--- config.mk ---
export PLATFORM = sky130hd
export DESIGN_NAME = pipe_ctrl
export DESIGN_NICKNAME = d
export VERILOG_FILES = /design/src/rtl/pipe_ctrl_pkg.sv /design/src/rtl/pipe_stage_reg.sv /design/src/rtl/pipe_ctrl.sv
export SDC_FILE = /design/constraint.sdc
export NUM_CORES = 1
export LEC_CHECK = 0
export CORE_MARGIN = 5
export CORE_UTILIZATION = 46
export CTS_CLUSTER_SIZE = 14
export DETAILED_ROUTE_END_ITERATION = 8
export PLACE_DENSITY = 0.81
export RECOVER_POWER = 25
export SLEW_MARGIN = 30
export SYNTH_ARGS = -nofsm -noshare
export SYNTH_HDL_FRONTEND = slang
export SYNTH_SLANG_ARGS = --single-unit
--- constraint.sdc ---
create_clock -name clk -period 2.2 [get_ports clk]
set_clock_uncertainty 0.1 [all_clocks]
set_input_delay 0.44 -clock clk [delete_from_list [all_inputs] [get_ports clk]]
set_output_delay 0.44 -clock clk [all_outputs]
set_load 0.01 [all_outputs]
--- src/rtl/pipe_ctrl_pkg.sv ---
// rtl/pipe_ctrl_pkg.sv - shared CPU pipeline defaults
// Default pipeline depth, PC width and reset PC used by the pipe_ctrl slice.
package pipe_ctrl_pkg;

  localparam int          DEFAULT_STAGES = 5;
  localparam int          DEFAULT_PC_W   = 32;
  localparam logic [31:0] RESET_PC       = 32'h0000_0000;

endpackage

--- src/rtl/pipe_stage_reg.sv ---
// rtl/pipe_stage_reg.sv - one pipeline stage register (valid + pc)
// Kill clears only the valid bit and wins over a simultaneous load.
module pipe_stage_reg
  import pipe_ctrl_pkg::*;
#(
  parameter int PC_W = DEFAULT_PC_W
) (
  input  logic            clk,
  input  logic            resetn,
  input  logic            load_en,
  input  logic            kill,
  input  logic            valid_in,
  input  logic [PC_W-1:0] pc_in,
  output logic            valid_out,
  output logic [PC_W-1:0] pc_out
);

  logic            valid_d, valid_q;
  logic [PC_W-1:0] pc_d, pc_q;

  always_comb begin
    valid_d = valid_q;
    pc_d    = pc_q;
    if (kill) begin
      valid_d = 1'b0;
    end else if (load_en) begin
      valid_d = valid_in;
      pc_d    = pc_in;
    end
  end

  always_ff @(posedge clk or negedge resetn) begin
    if (!resetn) begin
      valid_q <= 1'b0;
      pc_q    <= PC_W'(RESET_PC);
    end else begin
      valid_q <= valid_d;
      pc_q    <= pc_d;
    end
  end

  assign valid_out = valid_q;
  assign pc_out    = pc_q;

endmodule

--- src/rtl/pipe_ctrl.sv ---
// rtl/pipe_ctrl.sv - valid/allowin handshake pipeline controller
// Back-pressure chain, flush of younger stages and retire counting for a STAGES-deep pipe.
module pipe_ctrl
  import pipe_ctrl_pkg::*;
#(
  parameter int STAGES = DEFAULT_STAGES,
  parameter int PC_W   = DEFAULT_PC_W
) (
  input  logic                       clk,
  input  logic                       resetn,
  input  logic                       in_valid,
  input  logic [PC_W-1:0]            in_pc,
  output logic                       in_allowin,
  input  logic [STAGES-1:0]          ready_go,
  input  logic                       flush,
  input  logic [$clog2(STAGES)-1:0]  flush_src,
  input  logic                       out_allowin,
  output logic [STAGES-1:0]          stage_valid,
  output logic [STAGES*PC_W-1:0]     stage_pc,
  output logic [STAGES-1:0]          stage_allowin,
  output logic                       out_valid,
  output logic [PC_W-1:0]            out_pc,
  output logic [31:0]                retire_cnt
);

  logic [STAGES-1:0]           valid;
  logic [STAGES-1:0][PC_W-1:0] pc;
  logic [STAGES-1:0]           allowin;
  logic [STAGES-1:0]           src_valid;
  logic [STAGES-1:0][PC_W-1:0] src_pc;
  logic [STAGES-1:0]           kill;
  logic [31:0]                 retire_cnt_d, retire_cnt_q;

  // Walk from the sink backwards; acc carries allowin of the next-older stage.
  always_comb begin : allowin_chain
    logic acc;
    allowin = '0;
    acc     = out_allowin;
    for (int i = STAGES - 1; i >= 0; i--) begin
      acc        = !valid[i] | (ready_go[i] & acc);
      allowin[i] = acc;
    end
  end

  always_comb begin
    src_valid = '0;
    src_pc    = '0;
    kill      = '0;
    src_valid[0] = in_valid & ~flush;
    src_pc[0]    = in_pc;
    for (int i = 1; i < STAGES; i++) begin
      src_valid[i] = valid[i-1] & ready_go[i-1];
      src_pc[i]    = pc[i-1];
    end
    for (int i = 0; i < STAGES; i++) begin
      kill[i] = flush & (int'(flush_src) > i);
    end
  end

  for (genvar i = 0; i < STAGES; i++) begin : g_stage
    pipe_stage_reg #(
      .PC_W(PC_W)
    ) u_reg (
      .clk      (clk),
      .resetn   (resetn),
      .load_en  (allowin[i]),
      .kill     (kill[i]),
      .valid_in (src_valid[i]),
      .pc_in    (src_pc[i]),
      .valid_out(valid[i]),
      .pc_out   (pc[i])
    );
  end

  assign out_valid = valid[STAGES-1] & ready_go[STAGES-1] & out_allowin;
  assign out_pc    = pc[STAGES-1];

  always_comb begin
    retire_cnt_d = retire_cnt_q;
    if (out_valid) retire_cnt_d = retire_cnt_q + 32'd1;
  end

  always_ff @(posedge clk or negedge resetn) begin
    if (!resetn) retire_cnt_q <= 32'd0;
    else         retire_cnt_q <= retire_cnt_d;
  end

  assign in_allowin    = allowin[0];
  assign stage_allowin = allowin;
  assign stage_valid   = valid;
  assign stage_pc      = pc;
  assign retire_cnt    = retire_cnt_q;

endmodule

## After elaboration in Yosys (flattened, before gate mapping)

Cells that the tools add are included.
W data, S select, Z words.

| word-level totals | value |
|---|---|
| flip-flop bits (word level) | 197 |
| latch bits | 0 |
| bits in writable memories | 0 |
| ROM bits | 0 |
| input bits | 45 |
| output and inout bits | 236 |
| word-level logic and storage cells | 70 |
| memories | 0 |

| cells by class | value |
|---|---|
| add/subtract/negate cells | 1 |
| $mul | 0 |
| div/mod/pow operators | 0 |
| magnitude comparators | 5 |
| eq/ne operators | 0 |
| shift operators | 0 |
| mux-type cells | 10 |
| bitwise gates (word level) | 28 |
| reduce and logical (&&, ||, !) cells | 15 |

Operator list:

| kind | number |
|---|---|
| $add A32 B1 Y32 const B | 1 |
| $and A1 B1 Y1 | 17 |
| $mux W1 | 10 |
| $reduce_and A2 Y1 | 5 |
| $reduce_bool A2 Y1 | 5 |
| $gt A3 B1 Y1 const B | 2 |
| $gt A3 B2 Y1 const B | 2 |
| $not A1 Y1 | 6 |
| $logic_not A1 Y1 | 5 |
| $or A1 B1 Y1 | 5 |
| $gt A3 B3 Y1 const B | 1 |

## Depth between registers and ports, before layout

| depth | value |
|---|---|
| depth after elaboration | 12 |
| mapped depth | 6 |
| depth with buffers taken out | 6 |

## Cells and area by module

A second synthesis with hierarchy kept.

| second synthesis, totals | value |
|---|---|
| cells, all modules | 538 |
| area total of the unflattened synthesis | 8822.2 sq um |

By module, submodules not included:

| module | times used | cells an instance | area each (sq um) | sequential area each (sq um) |
|---|---|---|---|---|
| pipe_stage_reg | 5 | 72 | 1397.6 | 825.8 |
| pipe_ctrl | 1 | 178 | 1834.3 | 800.8 |

## Worst setup path after synthesis

OpenSTA, ideal clock, no wires.

| timing | value |
|---|---|
| path kind | reg-to-reg |
| from | reg retire_cnt_q[0] (netlist: retire_cnt[0]) |
| to | reg retire_cnt_q[26] (netlist: retire_cnt[26]) |
| setup time | 0.126 ns |
| data arrival time | 1.647 ns |
| data required time | 1.974 ns |
| path slack | 0.327 ns |
| cell stages (with the launch flop) | 7 |
| clock period less this slack | 1.873 ns |
| cells stage by stage | dfrtp_1 ha_1 nand4_1 or2_4 nor4_4 nand3_1 xnor2_1 |

| on the way | value |
|---|---|
| word-level cells in the longest chain between the ends | 1 |

RTL lines:

| element | RTL line | source |
|---|---|---|
| start, declared | pipe_ctrl.sv:32 | `logic [31:0] retire_cnt_d, retire_cnt_q;` |
| start signal, assigned | pipe_ctrl.sv:85 | `else retire_cnt_q <= retire_cnt_d;` |
| $add A32 B1 Y32 | pipe_ctrl.sv:80 | `if (out_valid) retire_cnt_d = retire_cnt_q + 32'd1;` |

No other way between the ends.
A chain may end at the register's enable or synchronous reset.

## Worst setup path in the final report

| timing | value |
|---|---|
| from | reg g_stage[4].u_reg.valid_q |
| to | out stage_allowin[2] |

| on the way | value |
|---|---|
| word-level cells in the longest chain between the ends | 6 |

RTL lines:

| element | RTL line | source |
|---|---|---|
| start, declared | pipe_stage_reg.sv:18 | `logic valid_d, valid_q;` |
| start signal, assigned | pipe_stage_reg.sv:37 | `valid_q <= valid_d;` |
| $logic_not A1 Y1 | pipe_ctrl.sv:40 | `acc = !valid[i] \| (ready_go[i] & acc);` |
| $or A1 B1 Y1 | pipe_ctrl.sv:40 |  |
| $and A1 B1 Y1 | pipe_ctrl.sv:40 |  |
| $or A1 B1 Y1 | pipe_ctrl.sv:40 |  |
| $and A1 B1 Y1 | pipe_ctrl.sv:40 |  |
| $or A1 B1 Y1 | pipe_ctrl.sv:40 |  |
| end, declared | pipe_ctrl.sv:20 | `output logic [STAGES-1:0] stage_allowin,` |

No other way between the ends.

==> impl_results.md <==
- Status: completed
- Cells after synthesis: 541
- Critical Path Source Type: flop
- CP required: 1660 ps
- Final Hold Violating Endpoints: 0
- Count of final setup violators: 0
- P per Cell Area: 1020 mW/mm^2
- Core footprint: 0.0178 mm^2
- Die ar.: 0.0207 mm^2
- DRT Pass-1 Iters: 6
- Layout overhead on the synthesized area: 44.0%
- Initial antenna violation count: 1
- I/O Pins: 281
- DRT Wirelength: 20.7 mm
- DR vias: 5380
- All-Layer GR Usage: 0.203
- Fin. max-slew vios: 0
- CP Max Fanout: 2
- Die X: 144 um
- Wire length of the first global-routing pass: 32.7 mm
- Starting Density: 0.463
- Row cnt: 49
- Peak Freq: 473 MHz
- Unrepaired setup endpoints after global routing: false
- Max rail drop VDD: 551 uV
- Tmin final: 2110 ps
- Hold Crit Start: ready_go[3]
- Layout cells sized above 1: 0.255
- Synth cell types: 43
- Clock latency on the worst-skew pair: 430 ps
- Vias in the first global route: 5768
- Largest family of logic cells by synthesized area: multiplexers
- Simple-Gate Fraction of Synth Area: 0.0539
- Mapped Nets: 587
- Clk slew on worst S/H paths: 70 ps
- Syn Std Cell Area: 0.00827 mm^2
- Commonest cells after routing, fill and taps aside: clkdlybuf4s50_1, dfrtp_1, mux2_2
- Syn avg cell area: 15.3 um^2
- Largest net degree at the start of global routing: 67
- Placer congestion estimate: 0.787
- Adder-cell area share of the yosys netlist: 0.00151
- Ys flop type: dfrtp_1
- XOR/XNOR Fraction of Synth Area: 0.0328
- Post-DP HPWL: 15.3 mm
- Register area share after synthesis: 0.596
- Worst Path Arrival: 1570 ps
- Fraction of registers with async set/reset: 1.00
- Buffers on Ports: 280
- Worst Setup SP: g_stage[4].u_reg.valid_out
- Die H: 144 um
- Leak pwr: 5.14 nW
- Placed Cells incl. Taps: 1025
- CTS sink cnt: 197
- CTS Buffer Depth: 2
- Global route overflow: 0
- Root Driver: clkbuf_16
- FILL cells: 1251
- Layout net count: 865
- CTS tree: yes
- Post-synthesis compound-gate area fraction: 0.0160
- R2R Path Start: g_stage[3].u_reg.valid_out
- DRC viols: 0
- Hold crit path type: primary input to flop
- Avg WL per Cell: 19.5 um
- Crit. End Element: output port
- Hold slack: 219 ps
- DRT iter0 DRCs: 227
- Slew HR: 0.366
- Layout Utilization: 0.667
- Total Power: 12.1 mW
- Ys Warns: 0
- Antenna viol nets, final: 0
- Yosys reg bits: 197
- H-Tree Depth: 4
- Most common cell after layout, fill and taps aside: clkdlybuf4s50_1
- CP Class: flop to output port
- Fin cells: 1062
- Worst-Margin Slew: 951 ps
- Final period util: 0.961
- Post-synthesis mux area share: 0.241
- Max_cap viols: 0
- CTS buffer count: 17
- Via density: 5.07
- Setup_tns: 0 ps
- Number of flops mapped to enable cells by yosys: 0
-- flip-flops by register name (all words and copies together) (netlist names) --
register	cells
g_stage.u_reg.valid_out	5
retire_cnt	32
g_stage.u_reg.pc_out	160
-- cell type report --
class | count | area, um^2 | share of cell area
flip-flops and latches | 197 | 4930 | 0.414
multi-input cells | 280 | 2900 | 0.244
diodes | 1 | 2.50 | 0.000210
repair buffers | 317 | 3180 | 0.267
clock buffers | 19 | 443 | 0.0372
well taps | 229 | 287 | 0.0241
clock inverters | 13 | 139 | 0.0117
inverters | 6 | 22.5 | 0.00189
-- worst max-delay path, stage by stage (launching register included) --
cell and delay, ps:
dfrtp_1 390, a21boi_4 150, buf_4 160, o21ai_4 140
nand2_2 80, nand2_2 100, buf_2 140
-- stage by stage --
stage | worst slack (ps) | cell area [um^2]
6_report | 85.9 | 11900
5_1_grt | 6.01 | 11900
4_1_cts | -57.1 | 11900
3_5_place_dp | -509 | 11300
3_3_place_gp | -487 | 11300
2_1_floorplan | 327 | 8270
-- synth_stat cells, types with 2 or more instances --
library cell / number / share of area
xor2_1: 6 / 0.0064
and4_1: 6 / 0.0064
nor4_4: 2 / 0.0051
a21boi_2: 2 / 0.0027
nand4_1: 6 / 0.0045
buf_4: 45 / 0.041
nand3_1: 15 / 0.0091
a21oi_1: 4 / 0.0024
buf_2: 3 / 0.0018
nand2_1: 20 / 0.0091
mux2_4: 48 / 0.087
inv_1: 6 / 0.0027
mux2_1: 42 / 0.057
nor2_1: 7 / 0.0032
and3_1: 3 / 0.0023
dfrtp_1: 197 / 0.60
buf_6: 9 / 0.012
mux2_2: 71 / 0.097
xnor2_1: 25 / 0.026
-- what timing repair did --
action | CTS | global route
gates cloned | 0 | 0
pin swaps | 5 | 2
endpoints found under the hold margin | 60 | 0
resized for setup | 27 | 7
buffers inserted | 2 | 1
hold buffers | 1 | 0
setup endpoints to repair | 7 | 5
-- path summary, 6_finish.rpt --
kind                       slack [ps]  cells past startpoint                          end
max                                90                      6             stage_allowin[2]
min                               220                      3   g_stage[4].u_reg.valid_out
max reg2reg                       120                      7   g_stage[0].u_reg.pc_out[0]
min reg2reg                       370                      1               retire_cnt[31]
max in group asynchronous         310                      3  g_stage[1].u_reg.pc_out[25]
min in group asynchronous         620                      2   g_stage[2].u_reg.pc_out[8]
-- layer usage --
metal	global-route usage	routed length (um)
met1	0.251	8200
met2	0.350	10700
met3	0.0536	1410
met4	0.0659	438
met5	0	0
-- kinds of logic after synthesis --
logic type	after synthesis
AOI/OAI and AO/OA	15
xor gates and xnor gates	31
adders and majority gates	1
buffers and inverters	64
DFF	197
muxes	161
and+or+nand+nor	72
-- where the power goes --
group          internal [mW]  switching (mW)  total (mW)
Sequential              4.42           0.667        5.09
Combinational           2.50            1.46        3.97
Clock                   1.64            1.43        3.07
(Power assumes the default switching activity.)
